**config.mk**
```make
export PLATFORM = sky130hd
export DESIGN_NAME = mem_stage_pipe
export DESIGN_NICKNAME = d
export VERILOG_FILES = /design/src/rtl/mem_stage_pipe.sv
export SDC_FILE = /design/constraint.sdc
export NUM_CORES = 1
export LEC_CHECK = 0
export CORE_MARGIN = 2
export CORE_UTILIZATION = 49
export DETAILED_ROUTE_END_ITERATION = 12
export PLACE_DENSITY = 0.91
export SLEW_MARGIN = 5
export SYNTH_ARGS = -nofsm -noshare
export SYNTH_HDL_FRONTEND = slang
export SYNTH_SLANG_ARGS = --single-unit
```
**constraint.sdc**
```tcl
create_clock -name clk -period 4.4 [get_ports clk]
set_clock_uncertainty 0.2 [all_clocks]
set_input_delay 0.44 -clock clk [delete_from_list [all_inputs] [get_ports clk]]
set_output_delay 0.44 -clock clk [all_outputs]
set_load 0.02 [all_outputs]
```
**src/rtl/mem_stage_pipe.sv**
```systemverilog
// Purpose: EX->MEM elastic pipeline of DEPTH slots carrying ctrl/operands/rd plus a registered add/sub result.
// Latency: DEPTH cycles from accept to out_valid; one entry per cycle sustained.
// Backpressure: combinational ready chain from out_ready; special_change freezes every slot, flush empties them.
//
// Ports:
//   clk, rest            rising-edge clock, asynchronous active-low reset
//   flush                synchronous kill of every slot (beats special_change)
//   special_change       global freeze: no slot loads or advances, in_ready=0
//   in_valid/in_ready    upstream handshake for ctrl_in/read1_in/aluormem_in/rd_in
//   out_valid/out_ready  downstream handshake for ctrl_out/read1_out/aluormem_out/sum_out/carry_out/ovf_out/rd_out
//   occupancy            registered count of valid slots, 0..DEPTH

module mem_stage_pipe #(
    parameter int DATA_W  = 16,
    parameter int CTRL_W  = 16,
    parameter int RD_W    = 4,
    parameter int DEPTH   = 1,
    parameter int SUB_BIT = 0
) (
    input  logic              clk,
    input  logic              rest,
    input  logic              flush,
    input  logic              special_change,
    input  logic              in_valid,
    output logic              in_ready,
    input  logic [CTRL_W-1:0] ctrl_in,
    input  logic [DATA_W-1:0] read1_in,
    input  logic [DATA_W-1:0] aluormem_in,
    input  logic [RD_W-1:0]   rd_in,
    output logic              out_valid,
    input  logic              out_ready,
    output logic [CTRL_W-1:0] ctrl_out,
    output logic [DATA_W-1:0] read1_out,
    output logic [DATA_W-1:0] aluormem_out,
    output logic [DATA_W-1:0] sum_out,
    output logic              carry_out,
    output logic              ovf_out,
    output logic [RD_W-1:0]   rd_out,
    output logic [2:0]        occupancy
);

    // One pipeline slot's payload; the valid bit is kept in a separate vector.
    typedef struct packed {
        logic [CTRL_W-1:0] ctrl;
        logic [DATA_W-1:0] read1;
        logic [DATA_W-1:0] aluormem;
        logic [DATA_W-1:0] sum;
        logic              carry;
        logic              ovf;
        logic [RD_W-1:0]   rd;
    } slot_t;

    // ------------------------------------------------------------------
    // Address adder at the input. Subtract is A + ~B + 1, so carry is the
    // no-borrow flag in subtract mode.
    // ------------------------------------------------------------------
    logic              add_op;
    logic [DATA_W-1:0] add_b_eff;
    logic [DATA_W:0]   add_full;
    logic              add_ovf;
    slot_t             in_slot;

    always_comb begin
        add_op    = ctrl_in[SUB_BIT];
        add_b_eff = add_op ? ~aluormem_in : aluormem_in;
        add_full  = {1'b0, read1_in} + {1'b0, add_b_eff} + {{DATA_W{1'b0}}, add_op};
        // Overflow: both effective operands share a sign that the result lost.
        add_ovf   = (read1_in[DATA_W-1] == add_b_eff[DATA_W-1]) &&
                    (add_full[DATA_W-1] != read1_in[DATA_W-1]);

        in_slot.ctrl     = ctrl_in;
        in_slot.read1    = read1_in;
        in_slot.aluormem = aluormem_in;
        in_slot.sum      = add_full[DATA_W-1:0];
        in_slot.carry    = add_full[DATA_W];
        in_slot.ovf      = add_ovf;
        in_slot.rd       = rd_in;
    end

    // ------------------------------------------------------------------
    // Slot state
    // ------------------------------------------------------------------
    logic [DEPTH-1:0] vld_q;
    logic [DEPTH-1:0] vld_d;
    slot_t            slot_q [DEPTH];
    slot_t            slot_d [DEPTH];
    logic [2:0]       occ_q;
    logic [2:0]       occ_d;

    // feed[k] / feed_vld[k] is what slot k would load: the input for k=0,
    // slot k-1 otherwise. ready[DEPTH] is the downstream ready, so the chain
    // is uniform for every slot including DEPTH=1.
    slot_t            feed [DEPTH+1];
    logic [DEPTH:0]   feed_vld;
    logic [DEPTH:0]   ready;

    always_comb begin
        feed[0]     = in_slot;
        feed_vld[0] = in_valid;
        for (int k = 0; k < DEPTH; k++) begin
            feed[k+1]     = slot_q[k];
            feed_vld[k+1] = vld_q[k];
        end

        // Ready ripples from the output back to the input: a slot can take a
        // new entry if it is empty or its own entry moves on this cycle.
        ready        = '0;
        ready[DEPTH] = out_ready;
        for (int k = DEPTH - 1; k >= 0; k--) begin
            ready[k] = !vld_q[k] || ready[k+1];
        end
    end

    // A flushed input must not look accepted upstream, so flush also gates
    // in_ready in addition to the freeze.
    assign in_ready = ready[0] && !special_change && !flush;

    always_comb begin
        vld_d = vld_q;
        occ_d = '0;
        for (int k = 0; k < DEPTH; k++) begin
            slot_d[k] = slot_q[k];
            if (ready[k] && !special_change) begin
                vld_d[k] = feed_vld[k];
                // Payload only moves with a valid entry, so the output slot
                // keeps showing the last delivered entry after a drain.
                if (feed_vld[k]) begin
                    slot_d[k] = feed[k];
                end
            end
        end

        if (flush) begin
            vld_d = '0;
        end

        for (int k = 0; k < DEPTH; k++) begin
            occ_d = occ_d + 3'(vld_d[k]);
        end
    end

    always_ff @(posedge clk or negedge rest) begin
        if (!rest) begin
            vld_q <= '0;
            occ_q <= '0;
            for (int k = 0; k < DEPTH; k++) begin
                slot_q[k] <= '0;
            end
        end else begin
            vld_q <= vld_d;
            occ_q <= occ_d;
            for (int k = 0; k < DEPTH; k++) begin
                slot_q[k] <= slot_d[k];
            end
        end
    end

    // ------------------------------------------------------------------
    // Outputs come straight from the last slot.
    // ------------------------------------------------------------------
    assign out_valid    = vld_q[DEPTH-1];
    assign ctrl_out     = slot_q[DEPTH-1].ctrl;
    assign read1_out    = slot_q[DEPTH-1].read1;
    assign aluormem_out = slot_q[DEPTH-1].aluormem;
    assign sum_out      = slot_q[DEPTH-1].sum;
    assign carry_out    = slot_q[DEPTH-1].carry;
    assign ovf_out      = slot_q[DEPTH-1].ovf;
    assign rd_out       = slot_q[DEPTH-1].rd;
    assign occupancy    = occ_q;

endmodule

```
==> impl_metrics.prom <==
# TYPE chip_impl_metric gauge
chip_impl_metric{name="detail_route.first_pass.iterations",unit=""} 5
chip_impl_metric{name="clock_power_share",unit=""} 0.294
chip_impl_metric{name="final_hold_viol_count",unit=""} 0
chip_impl_metric{name="holdBufCountCts",unit=""} 0
chip_impl_metric{name="grt_start_max_net_pins",unit=""} 72
chip_impl_info{name="setup_repair_after_global_routing_missed_its_margin",value="false"} 1
chip_impl_metric{name="post_synth_fa_ha_maj_area_fraction",unit=""} 0.0599
chip_impl_metric{name="max_clock_freq",unit="MHz"} 288
chip_impl_metric{name="initial_utilization",unit=""} 0.507
chip_impl_metric{name="detailed_place_hpwl",unit="um"} 7470
chip_impl_metric{name="yosysTopAreaCellShare",unit=""} 0.483
chip_impl_info{name="synth_top_area_cell",value="dfrtp_1"} 1
chip_impl_metric{name="hold_ws",unit="ns"} 0.00196
chip_impl_info{name="holdCritPathClass",value="input port to async pin"} 1
chip_impl_metric{name="grt.total_usage",unit=""} 0.260
chip_impl_metric{name="clk_pin_slew_worst_paths",unit="ns"} 0.08
chip_impl_metric{name="synth-seq-cells",unit=""} 71
chip_impl_info{name="worstSetupStartpointType",value="input port"} 1
chip_impl_info{name="run_status",value="completed"} 1
chip_impl_info{name="synth_area_leaders",value="dfrtp_1 48%, nand2_1 18%, ha_1 5.4%"} 1
chip_impl_metric{name="worstMarginPinSlew",unit="ns"} 0.880
chip_impl_info{name="worst_path_dominant_cell_family",value="buffers and inverters"} 1
chip_impl_metric{name="grt.overflow.total",unit=""} 0
chip_impl_metric{name="max_rail_drop_vdd",unit="uV"} 216
chip_impl_metric{name="mux_cell_area_share_after_synthesis",unit=""} 0.00647
chip_impl_info{name="timing.rr.end",value="read1_out[15]"} 1
chip_impl_info{name="commonest_register_cell_after_synthesis",value="dfrtp_1"} 1
chip_impl_metric{name="max_cap_violations",unit=""} 0
chip_impl_metric{name="setup-tns-final",unit="ns"} 0
chip_impl_metric{name="crit_arrival",unit="ns"} 3.54
chip_impl_metric{name="r2r_slack",unit="ns"} 2.13
chip_impl_metric{name="boundaryPins",unit=""} 133
chip_impl_metric{name="drtIter0Drc",unit=""} 207
chip_impl_info{name="cp_slowest_cell",value="clkdlybuf4s50_1"} 1
chip_impl_metric{name="p_per_area",unit="nW/um^2"} 439
chip_impl_metric{name="dieWidth",unit="um"} 90.6
chip_impl_info{name="most_frequent_cell_after_synthesis",value="nand2_1"} 1
chip_impl_metric{name="drive_gt1_frac",unit=""} 0.0545
chip_impl_info{name="main_combinational_cell_family_by_area_after_synthesis",value="simple AND/OR/NAND/NOR gates"} 1
chip_impl_info{name="cts-root-buf",value="clkbuf_8"} 1
chip_impl_metric{name="routed_via_density",unit=""} 5.31
chip_impl_metric{name="required",unit="ns"} 4.47
chip_impl_info{name="regToRegStartpoint",value="occupancy[0]"} 1
chip_impl_metric{name="grt_pass1_wl",unit="um"} 16900
chip_impl_metric{name="total_number_of_nets_in_the_final_design",unit=""} 620
chip_impl_metric{name="asyncSetResetFlopFracSynth",unit=""} 1.00
chip_impl_metric{name="final-setup-viol-count",unit=""} 0
chip_impl_metric{name="critical_path_peak_fanout",unit=""} 9
chip_impl_metric{name="pre_cts_ws",unit="ns"} 0.628
chip_impl_info{name="crit_path_end_kind",value="register"} 1
chip_impl_metric{name="switch_share",unit=""} 0.324
chip_impl_metric{name="syn2layout_area_growth",unit="%"} 44.1
chip_impl_metric{name="dieArea",unit="um^2"} 8210
chip_impl_metric{name="worst-r2r-cell-count",unit=""} 5
chip_impl_metric{name="pwr-share-comb",unit=""} 0.350
chip_impl_metric{name="cts.repair.resized",unit=""} 0
chip_impl_metric{name="drt.antenna.violating_nets",unit=""} 0
chip_impl_metric{name="routed_wirelength",unit="um"} 10300
chip_impl_metric{name="synthXorXnorAreaFrac",unit=""} 0.0691
chip_impl_info{name="netlist_top_cells_count",value="178 x nand2_1, 71 x dfrtp_1, 23 x o21ai_0"} 1
chip_impl_metric{name="post-cts-setup-buffers",unit=""} 0
chip_impl_metric{name="synthesis.area",unit="um^2"} 3680
chip_impl_metric{name="detail_route.wl_per_cell",unit="um"} 15.8
chip_impl_metric{name="leakage",unit="nW"} 2.50
chip_impl_info{name="path_class",value="input port to register"} 1
chip_impl_metric{name="yosys_warnings",unit=""} 0
chip_impl_metric{name="post-route-drc-count",unit=""} 0
chip_impl_metric{name="design_power_total",unit="mW"} 2.33
chip_impl_metric{name="tritoncts.num_buffers",unit=""} 9
chip_impl_metric{name="cts-htree-levels",unit=""} 3
chip_impl_metric{name="final_core_util",unit=""} 0.730
chip_impl_metric{name="internal_power",unit="mW"} 1.57
chip_impl_metric{name="grt_pass1_vias",unit=""} 3480
chip_impl_metric{name="synthesis.instances",unit=""} 421
chip_impl_metric{name="power.sequential.fraction",unit=""} 0.356
chip_impl_metric{name="antenna-diode-count",unit=""} 0
chip_impl_metric{name="min_tclk_post_route",unit="ns"} 3.47
chip_impl_metric{name="io_buffer_count",unit=""} 130
chip_impl_metric{name="biggest_cell_delay_along_the_critical_path",unit="ns"} 0.75
chip_impl_metric{name="synth.lib_cells_used.distinct",unit=""} 40
chip_impl_metric{name="grt_antenna_before_repair",unit=""} 0
chip_impl_metric{name="clk-insertion-delay-late",unit="ns"} 0.35
chip_impl_metric{name="floorplan.core_area",unit="um^2"} 7250
chip_impl_metric{name="cts-root-to-sink-buffers",unit=""} 2
chip_impl_metric{name="worst_slew_margin_relative_to_its_limit",unit=""} 0.413
chip_impl_metric{name="post_synth.cell_area_avg",unit="um^2"} 8.73
chip_impl_info{name="critical_path.cell_chain",value="clkdlybuf4s50_1, buf_4, xor2_1, inv_1, fa_1, nor2b_1, o2111ai_1, a21oi_1, o32ai_2, o21a_1, nor3_1"} 1
chip_impl_metric{name="die_h",unit="um"} 90.6
chip_impl_metric{name="critical_path_buf_inv_count",unit=""} 3
chip_impl_metric{name="post_synthesis_compound_gate_area_fraction",unit=""} 0.114
chip_impl_metric{name="final_period_util",unit=""} 0.790
chip_impl_metric{name="drv_slew",unit=""} 0
chip_impl_metric{name="synth_edf_count",unit=""} 0
chip_impl_metric{name="timing.final.ws_setup",unit="ns"} 0.925
chip_impl_metric{name="synth_simple_gate_area_share",unit=""} 0.230
chip_impl_metric{name="rows",unit=""} 31
chip_impl_info{name="tritoncts",value="yes"} 1
chip_impl_metric{name="seq_area_frac_synth",unit=""} 0.483
chip_impl_metric{name="cts.sinks",unit=""} 71
chip_impl_metric{name="switching_power",unit="uW"} 753
chip_impl_metric{name="globalplace.congestion",unit=""} 0.950
chip_impl_metric{name="layout.filler_cells",unit=""} 505
chip_impl_metric{name="via_count",unit=""} 3446
[per-layer routing]
metal  routed length [um]  up-vias  track usage
li1                     -     1612            -
met1                 4110     1629        0.319
met2                 5040      162        0.424
met3                  615       43       0.0526
met4                  485        0        0.154
met5                    0        -            0
[worst max path at each step]
stage                           from         to  slack, ns  depth (start not counted)
after floorplan           ctrl_in[0]    ovf_out       1.48                         10
after global placement    ctrl_in[0]  carry_out       0.80                         11
after CTS                 ctrl_in[0]  carry_out       0.93                         11
after global routing      ctrl_in[0]  carry_out       0.80                         11
final                     ctrl_in[0]  carry_out       0.93                         11
after detailed placement  ctrl_in[0]  carry_out       0.63                         11
[logic make-up (layout without fill, tap and decap cells)]
family / Yosys count / after routing
multiplexers: 2 / 2
adder cells (fa/ha/maj): 17 / 17
other: 1 / 2
flip-flops: 71 / 71
AND/OR/NAND/NOR: 212 / 212
AO/OA/AOI/OAI: 59 / 59
XOR/XNOR: 29 / 29
buffers and inverters: 30 / 158
[cell usage in the layout (no fill, tap or decap), drive strengths merged, types with 2 or more instances in the layout]
cell type / count
nand4: 3
buf: 5
a21o: 5
nor2: 9
a21oi: 8
xnor2: 12
nor2b: 4
bufinv: 4
o21ai: 24
conb: 2
nand2: 178
nand2b: 3
inv: 8
a211oi: 3
nand3: 4
mux2i: 2
xor2: 17
clkdlybuf4s50: 129
o21a: 6
clkbuf: 10
a31oi: 2
o31ai: 3
nor3: 8
ha: 16
dfrtp: 71
or2: 2
[stage by stage]
stage,cells,area (um^2)
detailed placement,633,5040
floorplan,422,3680
CTS,649,5300
finish,649,5300
global route,649,5300
global placement,633,5040
[power by group through the flow]
stage / sequential [mW] / combinational (mW) / clock, mW
after floorplan: 0.976 / 0.287 / 0
after global placement: 0.833 / 0.785 / 0
after detailed placement: 0.839 / 0.807 / 0
after CTS: 0.829 / 0.815 / 0.691
after global routing: 0.843 / 0.875 / 0.719
final: 0.829 / 0.815 / 0.684
[flip-flops by register name, indices dropped and copies added (netlist names)]
signal	cells
carry_out	1
read1_out	16
ovf_out	1
occupancy	1
aluormem_out	16
rd_out	4
ctrl_out	16
sum_out	16
[layout make-up]
type,count,area [um^2],share of cell area
inverter,8,30.0,0.00567
sequential,71,1780,0.335
clock buffer,10,128,0.0241
clock inverter,6,133,0.0250
multi-input combinational,321,1780,0.336
tap,99,124,0.0234
timing repair buffer,134,1330,0.251
No activity file was read; power rests on OpenSTA's default activity.
